File: config.mk
export PLATFORM = sky130hd
export DESIGN_NAME = udp_hdr_parser
export DESIGN_NICKNAME = d
export VERILOG_FILES = /design/src/rtl/udp_hdr_parser.sv
export SDC_FILE = /design/constraint.sdc
export NUM_CORES = 1
export LEC_CHECK = 0
export CAP_MARGIN = 20
export CORE_ASPECT_RATIO = 0.5
export CORE_MARGIN = 5
export CORE_UTILIZATION = 51
export CTS_CLUSTER_DIAMETER = 40
export DETAILED_ROUTE_END_ITERATION = 8
export PLACE_DENSITY_LB_ADDON = 0.25
export SLEW_MARGIN = 30
export SYNTH_ARGS = -nofsm -noshare
export SYNTH_HDL_FRONTEND = slang
export SYNTH_SLANG_ARGS = --single-unit
File: constraint.sdc
create_clock -name clk -period 2 [get_ports clk]
set_input_delay 0.4 -clock clk [delete_from_list [all_inputs] [get_ports clk]]
set_output_delay 0.4 -clock clk [all_outputs]
set_load 0.02 [all_outputs]
File: src/rtl/udp_hdr_parser.sv
// rtl/udp_hdr_parser.sv - UDP header parser with payload forwarding and port filter.
// Optional UDP_LEN_CHECK_EN adds payload word counting against udp_len.
module udp_hdr_parser #(
    parameter logic [15:0] PORT_FILTER = 16'h0000
) (
    input  logic        clk,
    input  logic        rst_n,
    input  logic        r_valid,
    output logic        r_ready,
    input  logic [15:0] r_data,
    input  logic        r_last,
    output logic        t_valid,
    input  logic        t_ready,
    output logic [15:0] t_data,
    output logic        t_last,
    output logic        hdr_valid,
    output logic [15:0] src_port,
    output logic [15:0] dst_port,
    output logic [15:0] udp_len,
    output logic [15:0] udp_csum,
    output logic        err_short,
    output logic        err_len
);

    typedef enum logic [1:0] {HDR, PAYLOAD, DROP} state_t;

    state_t      state, state_nxt;
    logic [1:0]  wcnt, wcnt_nxt;
    logic [15:0] sh_src, sh_dst, sh_len;
    logic        hs, load, xfer;
    logic        hdr_hs, word3_hs, filt_miss, len_bad;

    assign hs        = r_valid && r_ready;
    assign hdr_hs    = hs && (state == HDR);
    assign word3_hs  = hdr_hs && (wcnt == 2'd3);
    assign load      = hs && (state == PAYLOAD);
    assign xfer      = t_valid && t_ready;
    assign filt_miss = (PORT_FILTER != 16'h0000) && (sh_dst != PORT_FILTER);

    always_comb begin
        r_ready = 1'b0;
        if (rst_n) begin
            r_ready = (state == PAYLOAD) ? (!t_valid || t_ready) : 1'b1;
        end
    end

    always_comb begin
        state_nxt = state;
        wcnt_nxt  = wcnt;
        case (state)
            HDR: begin
                if (hs) begin
                    if (wcnt == 2'd3) begin
                        wcnt_nxt = 2'd0;
                        // A datagram that ends on its last header word must not swallow the next one
                        if (r_last)
                            state_nxt = HDR;
                        else if (filt_miss || len_bad)
                            state_nxt = DROP;
                        else
                            state_nxt = PAYLOAD;
                    end else if (r_last) begin
                        wcnt_nxt = 2'd0;
                    end else begin
                        wcnt_nxt = wcnt + 2'd1;
                    end
                end
            end
            PAYLOAD: if (hs && r_last) state_nxt = HDR;
            DROP:    if (hs && r_last) state_nxt = HDR;
            default: state_nxt = HDR;
        endcase
    end

    always_ff @(posedge clk or negedge rst_n) begin
        if (!rst_n) begin
            state <= HDR;
            wcnt  <= 2'd0;
        end else begin
            state <= state_nxt;
            wcnt  <= wcnt_nxt;
        end
    end

    // Words 0..2 go to shadows so the visible fields only change together at word 3
    always_ff @(posedge clk or negedge rst_n) begin
        if (!rst_n) begin
            sh_src    <= 16'h0000;
            sh_dst    <= 16'h0000;
            sh_len    <= 16'h0000;
            src_port  <= 16'h0000;
            dst_port  <= 16'h0000;
            udp_len   <= 16'h0000;
            udp_csum  <= 16'h0000;
            hdr_valid <= 1'b0;
            err_short <= 1'b0;
        end else begin
            hdr_valid <= word3_hs;
            err_short <= hdr_hs && (wcnt != 2'd3) && r_last;
            if (hdr_hs) begin
                case (wcnt)
                    2'd0: sh_src <= r_data;
                    2'd1: sh_dst <= r_data;
                    2'd2: sh_len <= r_data;
                    default: begin
                        src_port <= sh_src;
                        dst_port <= sh_dst;
                        udp_len  <= sh_len;
                        udp_csum <= r_data;
                    end
                endcase
            end
        end
    end

    always_ff @(posedge clk or negedge rst_n) begin
        if (!rst_n) begin
            t_valid <= 1'b0;
            t_data  <= 16'h0000;
            t_last  <= 1'b0;
        end else if (load) begin
            t_valid <= 1'b1;
            t_data  <= r_data;
            t_last  <= r_last;
        end else if (xfer) begin
            t_valid <= 1'b0;
        end
    end

`ifdef UDP_LEN_CHECK_EN
    logic [15:0] pcnt, pcnt_inc;
    logic [16:0] exp_cnt;

    assign len_bad  = (sh_len < 16'd8);
    assign pcnt_inc = pcnt + 16'd1;
    // (udp_len - 8 + 1) >> 1 rounds odd byte counts up to whole words
    assign exp_cnt  = ({1'b0, udp_len} - 17'd7) >> 1;

    always_ff @(posedge clk or negedge rst_n) begin
        if (!rst_n) begin
            pcnt    <= 16'h0000;
            err_len <= 1'b0;
        end else begin
            err_len <= 1'b0;
            if (word3_hs) begin
                pcnt    <= 16'h0000;
                err_len <= len_bad;
            end else if (load) begin
                pcnt <= pcnt_inc;
                if (r_last && ({1'b0, pcnt_inc} != exp_cnt))
                    err_len <= 1'b1;
            end
        end
    end
`else
    assign len_bad = 1'b0;
    assign err_len = 1'b0;
`endif

endmodule
# Yosys cells after proc, flatten, opt, wreduce, memory -nomap -nowiden

Index checks and enable logic that the tools add are counted.

Input port bits: 21
Register bits after elaboration: 136
Logic and storage cells: 57
Output and inout bits: 86

Bitwise operators: 1
Reductions and logical operators: 21
$add $sub $neg: 1
Mux-type cells: 11
Equality and inequality tests: 9

Operators by type and width:

| cell                                                                    | number |
|---|---|
| 2-bit two-way mux                                                       | 5 |
| 2-bit AND reduction                                                     | 5 |
| 1-bit logical AND                                                       | 8 |
| 2-bit == test, second input constant                                    | 3 |
| 1-bit two-way mux                                                       | 5 |
| 2-bit by 1-bit == test with 1-bit output, second input constant         | 2 |
| 2-bit zero test                                                         | 2 |
| 2-bit by 1-bit inequality test with 1-bit output, second input constant | 2 |
| 2-bit inequality test, second input constant                            | 2 |
| 2-bit case mux with 2 select lines                                      | 1 |
| 3-bit AND reduction                                                     | 1 |
| 3-bit OR reduction                                                      | 1 |
| 2-bit by 1-bit adder with 2-bit output, second input constant           | 1 |
| 2-bit nonzero test                                                      | 1 |
| 2-bit OR reduction                                                      | 1 |
| 1-bit zero test                                                         | 1 |
| 1-bit logical OR                                                        | 1 |
| 1-bit NOT                                                               | 1 |

# Longest topological paths before layout

Depth after elaboration: 8
Mapped depth: 5

# Worst setup path before layout

No wires, ideal clock.

Path type: reg2reg
From: register t_valid
To: register t_data[10]
Data arrival time: 1.439 ns
Period minus slack after synthesis: 1.564 ns
Path buffers: 1
Path slack: 0.436 ns
Required time: 1.875 ns
Cell stages (with the launch flop): 5
Setup time: 0.125 ns
Cell sequence: dfrtp_1 > nor2b_1 > nor2_2 > buf_4 > mux2_2

Word-level cells in the longest chain between the ends: 6

Ends and longest elaborated chain:

| what                   | line | text |
|---|---|---|
| start, declared        | 12   | `output logic t_valid,` |
| start signal, assigned | 118  | `t_valid <= 1'b0;` |
| start signal, assigned | 122  | `t_valid <= 1'b1;` |
| start signal, assigned | 126  | `t_valid <= 1'b0;` |
| 1-bit zero test        | 43   | `r_ready = (state == PAYLOAD) ? (!t_valid \|\| t_ready) : 1'b1;` |
| 1-bit logical OR       | 43   |  |
| 1-bit two-way mux      | 43   |  |
| 1-bit two-way mux      | 42   | `if (rst_n) begin` |
| 1-bit logical AND      | 33   | `assign hs = r_valid && r_ready;` |
| 1-bit logical AND      | 36   | `assign load = hs && (state == PAYLOAD);` |
| end signal, assigned   | 123  | `t_data <= r_data;` |
| end, declared          | 14   | `output logic [15:0] t_data,` |

Every way passes these cells.
A chain may end at the register's enable or synchronous reset.

# Worst setup path after layout

From: register t_valid
To: output r_ready

Word-level cells in the longest chain between the ends: 4

Ends and longest elaborated chain:

| what              | line | text |
|---|---|---|
| 1-bit zero test   | 43   |  |
| 1-bit logical OR  | 43   |  |
| 1-bit two-way mux | 43   |  |
| 1-bit two-way mux | 42   |  |
| end, declared     | 9    | `output logic r_ready,` |

Every way passes these cells.

==> run_results.csv <==
group,metric,value,unit
status,status,"complete, no violations",
critical_path,arrival,1.46,ns
die,io_pins,107,
layout,area_delta_synth_final,34.61,%
sta,fin_crit_sh,93.10,%
synth,ys_warn_count,0,
critical_path,path_cells,"nor2b_1, a21boi_0, dlygate4sd2_1",
clock_tree,cts_buffers,17,
critical_path,reg2regPathDepth,4,
sta,max_freq,0.5371,GHz
sta,hold_viol,0,
layout,nNetsFinal,453,
placement,post-place-ws,-0.1564,ns
synth,synth_top_area_share,62.50,%
sta,skew,0.007423,ns
synth,synthCells,306,
synth,yosysMostFrequentCell,"dfrtp_1",
power_and_ir_drop,p_leak,3.540,nW
critical_path,crit_required,1.60,ns
clock_tree,clock_sinks,135,
layout,n_antenna_cell,0,
layout,drive_gt1_share,39.64,%
detailed_routing,firstDrtPassIters,4,
placement,port_buffers,105,
detailed_routing,drc_errors,0,
critical_path,slowest_stage,"dfrtp_1",
detailed_routing,drt_wl_total,10.88,mm
grt,grt.total_usage,18.04,%
grt,overflow,0,
grt,antenna_found_initial,0,
synth,ys.flop_type,"dfrtp_1",
synth,synthTopCellsByCount,"dfrtp_1, mux2_2, mux2_4",
die,initial_utilization,52.58,%
die,dieWidth,155.6,um
synth,synth_edf_count,0,
clock_tree,cts_tree,"built",
synth,avgSynthCellArea,17.66,sq um
grt,grt_pass1_wl,17.54,mm
sta,finalSetupViolations,0,
run,maxCapViolCount,0,
sta,finalWorstSetupSlack,0.1380,ns
placement,post-dp-hpwl,7.238,mm
detailed_routing,vias_per_cell,5.064,
power_and_ir_drop,vdd_ir_drop_max,777.9,uV
power_and_ir_drop,powerDensity,1539,nW/um^2
clock_tree,cts_root_buffer,"clkbuf_16",
critical_path,start_kind,"register",
clock_tree,path_clk_slew,0.06,ns
detailed_routing,dr_total_vias,2932,
synth,synth.distinct_cells,23,
die,fp.dieArea,12880,sq um
detailed_routing,avgRoutedWirePerCell,18.78,um
sta,fin_crit,1.862,ns
clock_tree,cts_max_level,4,
sta,rsz0062_at_grt,"false",
synth,synth_nets,332,
clock_tree,clock_path_buffers,2,
synth,synth_top_area_cell,"dfrtp_1",
synth,yosys-top-cells-area,"dfrtp_1, mux2_4, mux2_2, buf_6, ha_1",
sta,worst_pin_slew,0.6705,ns
sta,drv_slew,0,
worst_hold_path,holdCritPathClass,"input pin to asynchronous set/reset pin",
synth,ys_seq_elements,135,
placement,gp_congestion,0.7997,
grt,grt_pass1_vias,3218,
sta,max_slew_margin,55.30,%
detailed_routing,drt_iter0_markers,78,
die,rows,26,
die,fp.dieH,82.80,um
detailed_routing,ant_nets,0,
critical_path,critPathMaxStageDelay,0.38,ns
die,fp.coreArea,10280,sq um
synth,async_flop_share,100.0,%
clock_tree,clk_latency,0.40,ns
critical_path,path_max_fanout,2,
grt,grt_max_degree,130,
critical_path,worstSetupPathType,"register to output port",
critical_path,endpoint_kind,"output port",
synth,synth-seq-area-share,62.50,%
synth,synthesis.area,5405,sq um
layout,utilization,70.78,%
## report_power, final
group / leakage (nW) / internal [mW] / switching (mW)
Sequential: 1.75 / 3.77 / 0.604
Clock: 0.311 / 2.22 / 1.19
Combinational: 1.48 / 2.00 / 1.41
## state kept, by name (all words and copies together) (netlist names)
signal	cells
sh_len	16
sh_dst	16
t_data	16
wcnt	2
udp_len	16
err_short	1
state	1
hdr_valid	1
dst_port	16
sh_src	16
udp_csum	16
t_last	1
t_valid	1
src_port	16
## critical path: cells and delay by family (launching register included)
kind,cells,cell delay (ns)
flip-flops,1,0.38
buffers and inverters,1,0.37
AO/OA/AOI/OAI,1,0.17
AND/OR/NAND/NOR,1,0.14
## timing repair
action                     4_1_cts  5_1_grt
setup buffers                    0        0
hold endpoints to repair         6        0
resized for setup                1        0
hold buffers                     1        0
setup endpoints to repair        1        0
## worst paths after layout
kind                            from           to  slack, ns
min                            rst_n    sh_len[1]       0.11
max reg2reg                 state[0]   sh_len[13]       0.33
min reg2reg                sh_dst[7]  dst_port[7]       0.50
max                          t_valid      r_ready       0.14
min in group clk               rst_n    err_short       0.29
max in group asynchronous      rst_n    hdr_valid       1.34
## layout make-up
type,count,area [sq um]
Clock buffer,17,425.4
Clock inverter,14,222.7
Fill cell,697,3004
Inverter,2,7.507
Multi-Input combinational cell,157,1896
Sequential cell,135,3378
Tap cell,140,175.2
Timing Repair Buffer,114,1171
## routing by layer
layer | global-route usage, % | part of all wire, %
met5 | 0 | 0
met4 | 7.511 | 1.6
met3 | 4.195 | 3.5
met2 | 31.34 | 51
met1 | 22.30 | 44
## through the flow
stage                     total power, mW  instance area (sq um)  cells  hold WS (ns)  TNS (ns)
after floorplan                     6.251                   5405    306        0.1044         0
after global placement              7.691                   6619    547        0.2096   -0.1707
after detailed placement            7.872                   6619    547        0.2120    -4.590
after CTS                           11.32                   7276    579        0.1487         0
after global routing                11.71                   7276    579        0.1805         0
final                               11.20                   7276    579        0.1117         0
## kinds of logic after synthesis
kind of cell    Yosys count  synth area share, %
other cells               1              0.06938
buf+inv                  14                2.431
compound gates            6               0.6251
simple gates             16                2.176
flops                   135                62.50
fa+ha+maj                 5                1.157
mux                     129                31.04
## cell usage in the layout (no fill, tap or decap)
cell type	instances
conb_1	1
clkdlybuf4s50_1	103
clkinv_4	2
dlygate4sd2_1	1
and3b_1	1
nor2_2	1
bufinv_16	5
dlygate4sd3_1	1
nand2_1	1
or3_1	1
a31oi_1	1
nand2_4	4
inv_6	4
buf_6	1
clkinv_2	1
nor2_1	1
nor2b_1	1
o21ai_0	4
and2_1	1
clkinvlp_4	2
a21boi_0	1
buf_4	4
nor3b_1	1
mux2_2	69
dfrtp_1	135
nand3_1	2
mux2_4	60
nand2b_1	1
clkbuf_16	17
buf_12	4
ha_1	5
nand3b_1	1
inv_1	2
Power figures use the tool's default switching activity.
